===== config.mk =====
export PLATFORM = sky130hd
export DESIGN_NAME = sign_extend_flat
export DESIGN_NICKNAME = d
export VERILOG_FILES = /design/src/rtl/sign_extend_pkg.sv /design/src/rtl/sign_extend_if.sv /design/src/rtl/sign_extend_ext_reg.sv /design/src/rtl/sign_extend.sv /design/src/flat_wrapper.sv
export SDC_FILE = /design/constraint.sdc
export NUM_CORES = 1
export LEC_CHECK = 0
export BUFFER_PORTS_ARGS = -buffer_cell sky130_fd_sc_hd__buf_4
export CAP_MARGIN = 10
export CORE_AREA = 2 2 109 111
export DETAILED_ROUTE_END_ITERATION = 12
export DIE_AREA = 0 0 111 113
export MAX_ROUTING_LAYER = met4
export SLEW_MARGIN = 30
export SYNTH_ARGS = -nofsm -noshare
export SYNTH_HDL_FRONTEND = slang
export SYNTH_SLANG_ARGS = --single-unit

===== constraint.sdc =====
create_clock -name i_clk -period 1.25 [get_ports i_clk]
set_input_delay 0.0625 -clock i_clk [delete_from_list [all_inputs] [get_ports i_clk]]
set_output_delay 0.0625 -clock i_clk [all_outputs]
set_load 0.03 [all_outputs]

===== src/rtl/sign_extend_pkg.sv =====
// ---------------------------------------------------------------------------
// sign_extend_pkg
// Shared MIPS datapath constants used by the immediate-extension unit.
//   IMM_W  : width of the raw instruction immediate (instr[15:0])
//   WORD_W : datapath word width
// ---------------------------------------------------------------------------
package sign_extend_pkg;

  localparam int IMM_W  = 16;
  localparam int WORD_W = 32;

  // Bundle of every extended form, handy when a consumer wants them together.
  typedef struct packed {
    logic [WORD_W-1:0] sext;
    logic [WORD_W-1:0] zext;
    logic [WORD_W-1:0] upper;
    logic [WORD_W-1:0] br_off;
  } ext_words_t;

endpackage


===== src/rtl/sign_extend_if.sv =====
// ---------------------------------------------------------------------------
// sign_extend_if
// Bus between instruction decode and the immediate-extension unit.
//   i_data / i_valid           : raw immediate and its qualifier (from decode)
//   o_data, o_zext, o_upper,
//   o_br_off, o_neg            : combinational extended forms
//   o_*_q, o_valid_q           : one-cycle registered copies
// Modports: master = decode/testbench side, slave = extension unit.
// ---------------------------------------------------------------------------
interface sign_extend_if
  import sign_extend_pkg::*;
#(
  parameter int IN_W  = IMM_W,
  parameter int OUT_W = WORD_W
);

  logic [IN_W-1:0]  i_data;
  logic             i_valid;

  logic [OUT_W-1:0] o_data;
  logic [OUT_W-1:0] o_zext;
  logic [OUT_W-1:0] o_upper;
  logic [OUT_W-1:0] o_br_off;
  logic             o_neg;

  logic [OUT_W-1:0] o_data_q;
  logic [OUT_W-1:0] o_zext_q;
  logic [OUT_W-1:0] o_upper_q;
  logic [OUT_W-1:0] o_br_off_q;
  logic             o_valid_q;

  modport master (
    output i_data, i_valid,
    input  o_data, o_zext, o_upper, o_br_off, o_neg,
    input  o_data_q, o_zext_q, o_upper_q, o_br_off_q, o_valid_q
  );

  modport slave (
    input  i_data, i_valid,
    output o_data, o_zext, o_upper, o_br_off, o_neg,
    output o_data_q, o_zext_q, o_upper_q, o_br_off_q, o_valid_q
  );

endinterface


===== src/rtl/sign_extend_ext_reg.sv =====
// ---------------------------------------------------------------------------
// ext_reg
// Valid-gated W-bit register with synchronous active-high reset.
//   i_clk : clock, rising edge
//   i_rst : synchronous reset, clears the register, beats i_en
//   i_en  : load enable; register holds when low
//   i_d   : data to load
//   o_q   : registered value
// ---------------------------------------------------------------------------
module ext_reg #(
  parameter int W = 32
) (
  input  logic         i_clk,
  input  logic         i_rst,
  input  logic         i_en,
  input  logic [W-1:0] i_d,
  output logic [W-1:0] o_q
);

  logic [W-1:0] r_q;

  // Reset wins over the enable so an item presented during reset is dropped.
  always_ff @(posedge i_clk) begin
    if (i_rst) begin
      r_q <= '0;
    end else if (i_en) begin
      r_q <= i_d;
    end
  end

  assign o_q = r_q;

endmodule


===== src/rtl/sign_extend.sv =====
// ---------------------------------------------------------------------------
// sign_extend
// Immediate-extension unit between decode and the ALU operand mux. Widens the
// IN_W-bit immediate to OUT_W bits in every form the datapath uses, purely
// combinationally, and also offers a one-stage registered copy with a valid.
//   i_clk      : clock (registered stage only)
//   i_rst      : synchronous active-high reset (registered stage only)
//   bus.i_data : raw immediate, bus.i_valid qualifies it for the register
//   bus.o_data / o_zext / o_upper / o_br_off / o_neg : combinational forms
//   bus.o_*_q / o_valid_q                            : registered forms
// OUT_W must be at least 2*IN_W so the upper form fits.
// ---------------------------------------------------------------------------
module sign_extend
  import sign_extend_pkg::*;
#(
  parameter int IN_W  = IMM_W,
  parameter int OUT_W = WORD_W
) (
  input  logic          i_clk,
  input  logic          i_rst,
  sign_extend_if.slave  bus
);

  logic [OUT_W-1:0] w_data;
  logic [OUT_W-1:0] w_zext;
  logic [OUT_W-1:0] w_upper;
  logic [OUT_W-1:0] w_br_off;
  logic             w_neg;
  logic             r_valid_q;

  assign w_neg  = bus.i_data[IN_W-1];
  assign w_data = {{(OUT_W-IN_W){w_neg}}, bus.i_data};
  assign w_zext = {{(OUT_W-IN_W){1'b0}}, bus.i_data};

  // Shifting the zero-extended value keeps this legal even when OUT_W is
  // exactly 2*IN_W, where a zero-width pad replication would not be.
  assign w_upper = w_zext << IN_W;

  // Branch offset drops the two top bits of the sign-extended value; no
  // saturation, this is just the word-to-byte scaling.
  assign w_br_off = {w_data[OUT_W-3:0], 2'b00};

  assign bus.o_data   = w_data;
  assign bus.o_zext   = w_zext;
  assign bus.o_upper  = w_upper;
  assign bus.o_br_off = w_br_off;
  assign bus.o_neg    = w_neg;

  ext_reg #(.W(OUT_W)) u_reg_data (
    .i_clk (i_clk),
    .i_rst (i_rst),
    .i_en  (bus.i_valid),
    .i_d   (w_data),
    .o_q   (bus.o_data_q)
  );

  ext_reg #(.W(OUT_W)) u_reg_zext (
    .i_clk (i_clk),
    .i_rst (i_rst),
    .i_en  (bus.i_valid),
    .i_d   (w_zext),
    .o_q   (bus.o_zext_q)
  );

  ext_reg #(.W(OUT_W)) u_reg_upper (
    .i_clk (i_clk),
    .i_rst (i_rst),
    .i_en  (bus.i_valid),
    .i_d   (w_upper),
    .o_q   (bus.o_upper_q)
  );

  ext_reg #(.W(OUT_W)) u_reg_br_off (
    .i_clk (i_clk),
    .i_rst (i_rst),
    .i_en  (bus.i_valid),
    .i_d   (w_br_off),
    .o_q   (bus.o_br_off_q)
  );

  // The valid flag tracks i_valid every cycle rather than holding, so a
  // consumer sees exactly one pulse per captured item.
  always_ff @(posedge i_clk) begin
    if (i_rst) begin
      r_valid_q <= 1'b0;
    end else begin
      r_valid_q <= bus.i_valid;
    end
  end

  assign bus.o_valid_q = r_valid_q;

endmodule


===== src/flat_wrapper.sv =====
// flat-port wrapper written by rule: the top's interface ports become plain ports
module sign_extend_flat import sign_extend_pkg::*;
#(
  parameter int IN_W  = IMM_W,
  parameter int OUT_W = WORD_W
)
  (i_clk, i_rst, bus_i_data, bus_i_valid, bus_o_data, bus_o_zext, bus_o_upper, bus_o_br_off, bus_o_neg, bus_o_data_q, bus_o_zext_q, bus_o_upper_q, bus_o_br_off_q, bus_o_valid_q);
  sign_extend_if #(.IN_W(IN_W), .OUT_W(OUT_W)) bus_i ();
  input  logic i_clk;
  input  logic i_rst;
  input wire logic [$bits(bus_i.i_data)-1:0] bus_i_data;
  input wire logic [$bits(bus_i.i_valid)-1:0] bus_i_valid;
  output wire logic [$bits(bus_i.o_data)-1:0] bus_o_data;
  output wire logic [$bits(bus_i.o_zext)-1:0] bus_o_zext;
  output wire logic [$bits(bus_i.o_upper)-1:0] bus_o_upper;
  output wire logic [$bits(bus_i.o_br_off)-1:0] bus_o_br_off;
  output wire logic [$bits(bus_i.o_neg)-1:0] bus_o_neg;
  output wire logic [$bits(bus_i.o_data_q)-1:0] bus_o_data_q;
  output wire logic [$bits(bus_i.o_zext_q)-1:0] bus_o_zext_q;
  output wire logic [$bits(bus_i.o_upper_q)-1:0] bus_o_upper_q;
  output wire logic [$bits(bus_i.o_br_off_q)-1:0] bus_o_br_off_q;
  output wire logic [$bits(bus_i.o_valid_q)-1:0] bus_o_valid_q;
  assign bus_i.i_data = bus_i_data;
  assign bus_i.i_valid = bus_i_valid;
  assign bus_o_data = bus_i.o_data;
  assign bus_o_zext = bus_i.o_zext;
  assign bus_o_upper = bus_i.o_upper;
  assign bus_o_br_off = bus_i.o_br_off;
  assign bus_o_neg = bus_i.o_neg;
  assign bus_o_data_q = bus_i.o_data_q;
  assign bus_o_zext_q = bus_i.o_zext_q;
  assign bus_o_upper_q = bus_i.o_upper_q;
  assign bus_o_br_off_q = bus_i.o_br_off_q;
  assign bus_o_valid_q = bus_i.o_valid_q;
  sign_extend #(.IN_W(IN_W), .OUT_W(OUT_W)) u_core (.i_clk(i_clk), .i_rst(i_rst), .bus(bus_i));
endmodule

Word-level counts from Yosys, hierarchy flattened:

Index checks and enable logic that the tools add are counted.

* register bits after elaboration: 49
* word-level logic and storage cells: 4

Depth between registers and ports, before layout:

* depth after elaboration: 0
* mapped depth: 4

Hierarchy:

From an unflattened synthesis, not the netlist that was laid out.

* cell total of the unflattened synthesis: 544
* area total of the unflattened synthesis: 5660.4 sq um

Modules (own cells, without submodules)
* ext_reg: instances 4, cells an instance 103, area an instance 1163.6 sq um, sequential area each 640.6 sq um
* sign_extend: instances 1, cells an instance 132, area an instance 1006.0 sq um, sequential area each 20.0 sq um

Least setup slack after synthesis:

OpenSTA, ideal clock, no wires.

* kind: flip-flop to output port
* start point: reg u_core.u_reg_br_off.o_q[17] (netlist name)
* end point: out bus_o_br_off_q[18]
* arrival: 1.315 ns
* required time: 1.188 ns
* setup slack: -0.128 ns
* stages on the path, launching flop included: 2
* buffers on the path: 1
* cell sequence: dfxtp_1 buf_4

RTL lines
* end, declared: RTL line flat_wrapper.sv:21 `output wire logic [$bits(bus_i.o_br_off_q)-1:0] bus_o_br_off_q;`

No word-level cell between the ends.

Worst setup path after layout:

* start point: reg u_core.u_reg_br_off.o_q[17] (netlist name)
* end point: out bus_o_br_off_q[20]

No word-level cell between the ends.

==> metrics.txt <==
cell at the slowest stage of the critical path dfxtp_4; worst path buffer plus inverter count 1; Synth Register Bits 17; reg2reg start u_core.u_reg_br_off.o_q[17]; H-tree depth 1; Fmax 914 MHz; drt drc 0; ranking of synthesized cells by area buf_4 (75%), dfxtp_1 (14%), mux2i_1 (6.6%); Post-synth ARST share 0%; Power Density 1110 mW/mm^2; critical path cell sequence buf_4; TritonCTS clock tree yes; Post-DRT Antenna Nets 0; critical path class flip-flop to output port; crit-path max cell delay 0.55 ns; critical path data required time 1.19 ns; Worst Setup Start Kind flip-flop; Worst path top cell family by delay flip-flops; Hold Path Cell Cnt 3; Placer Congestion 0.674; status finished, final reports clean; final worst path period share 87.5%; Synth-to-Final Area Change 9.30%; Hold Crit Class input port to flip-flop; grt total ovfl 0; post-synthesis cell type count 9; synthesized cell area 0.00242 sq mm; hold_buf cts 0; Clock Tree Buf Depth 2; endpoints failing setup 0; crit end category output port; Avg Cell Area, Syn 8.18 sq um; Design Area, Final 0.00265 sq mm; buffers added on ports 208; vias 1,385; R2R Setup Slk 0.43 ns; area post-placement 0.00256 sq mm; Setup crit start u_core.u_reg_br_off.o_q[17]; Hold Crit Start bus_i_data[1]; Starting Density 21.5%; Antenna Diode Count 0; Final Skew 0 ns; top-count cell post-synth buf_4; r2r endpoint u_core.u_reg_br_off.o_q[17]; Synth Warn # 0; total power 2.93 mW; WL per Instance 9.49 um; Hold WS 0.0822 ns; clk root buf clkbuf_16; Inserted Clock Buffers 3; clock sinks 17; core area 0.0113 sq mm; initial antenna violation count 0; First-pass DRT Iterations 2; chip height 113 um; R2R cell count 2; DRT Wirelength 4490 um; synthesized instance count 296; Fillers 1,240; Crit Path Max Fanout 35; Worst Hold End u_core.u_reg_br_off.o_q[3]; post-synthesis sequential area ratio 14.1%; post_cts resized 1; LEAKAGE 1.57 nW; post-synth top area share 74.7%; hpwl dp 3560 um; max-cap violations 0; cell type with the largest total area after synthesis buf_4; minimum clock period 1.09 ns; vias in the first global route 963; Fin. Hold Viols 0; Site Rows 39; number of flops mapped to enable cells by yosys 0; layout cells sized above 1 64.5%; Chip Width 111 um; Final Max Slew Viols 0; Commonest cells post-synth buf_4 (241), dfxtp_1 (17), mux2i_1 (16), nor2_1 (16), buf_2 (2); initial DRC count 6; clock-pin slew on the worst setup and hold paths 0.06 ns; IR drop worst, VDD 0.494 mV; IO Pins 277; ys flop type dfxtp_1; Skew-Pair Late Insertion Delay 0.25 ns; Post-CTS Setup Repair Bufs 0; setup_tns 0 ns; Tot GR Track Use 5.72%; die area 0.0125 sq mm; largest net degree at the start of global routing 37; unrepaired setup endpoints after global routing no; first-pass GRT wire length 5510 um; Nets 350; post-DR vias/cell 2.93; Arr. time, crit path 1.03 ns
## state kept, by name, indices dropped and copies added (netlist names)
signal / count
u_core.u_reg_br_off.o_q: 16
u_core.bus.o_valid_q: 1
## metal layers
layer / wire (um) / part of all wire (%) / GRT usage (%)
met5: 0 / 0 / -
met4: 24 / 0.53 / 1.00
met3: 610 / 14 / 2.09
met2: 2510 / 56 / 11.2
met1: 1350 / 30 / 5.38
## cell type report
class	count	area [sq um]	area share, %
timing repair buffer	208	1560	59.0
multi-input combinational	101	482	18.2
sequential	17	344	13.0
tap	143	179	6.76
clock buffer	3	75.1	2.84
clock inverter	1	5.00	0.189
## logic make-up (layout without fill, tap and decap cells)
group / Yosys count / in the layout / synth area share (%)
DFF: 17 / 17 / 14.1
muxes: 16 / 16 / 6.61
other: 1 / 68 / 0.155
and+or+nand+nor: 17 / 17 / 2.74
buffers and inverters: 245 / 212 / 76.4
## tightest hold or removal path, cell delays in order
cell	delay [ns]
buf_4	0.10
mux2i_1	0.06
nor2_1	0.07
## per-stage QoR
stage               cells  util [%]  setup slack (ns)
floorplan             363         -             0.243
global placement      469      22.7             0.270
detailed placement    469      22.7             0.223
CTS                   473      23.5             0.126
global route          473      23.5            0.0856
finish                473      23.5             0.156
## placed cells by master (no fill, tap or decap)
cell / instances
clkbuf_16: 3
clkinv_2: 1
conb_1: 68
dfxtp_1: 16
buf_4: 208
mux2i_1: 16
dfxtp_4: 1
nor2_1: 16
nor2b_1: 1
## report_power, final
group,internal [mW],switching (mW)
combinational,0.473,1.16
sequential,0.574,0.0526
clock,0.429,0.245
total,1.48,1.46
## worst max-delay path by stage
stage | to | slack (ns) | depth (start not counted)
after floorplan | bus_o_br_off_q[18] | 0.24 | 1
after global routing | bus_o_br_off_q[25] | 0.09 | 1
after detailed placement | bus_o_data_q[29] | 0.22 | 1
final | bus_o_br_off_q[20] | 0.16 | 1
after global placement | bus_o_br_off_q[27] | 0.27 | 1
after CTS | bus_o_data_q[29] | 0.13 | 1
Power figures use the tool's default switching activity.
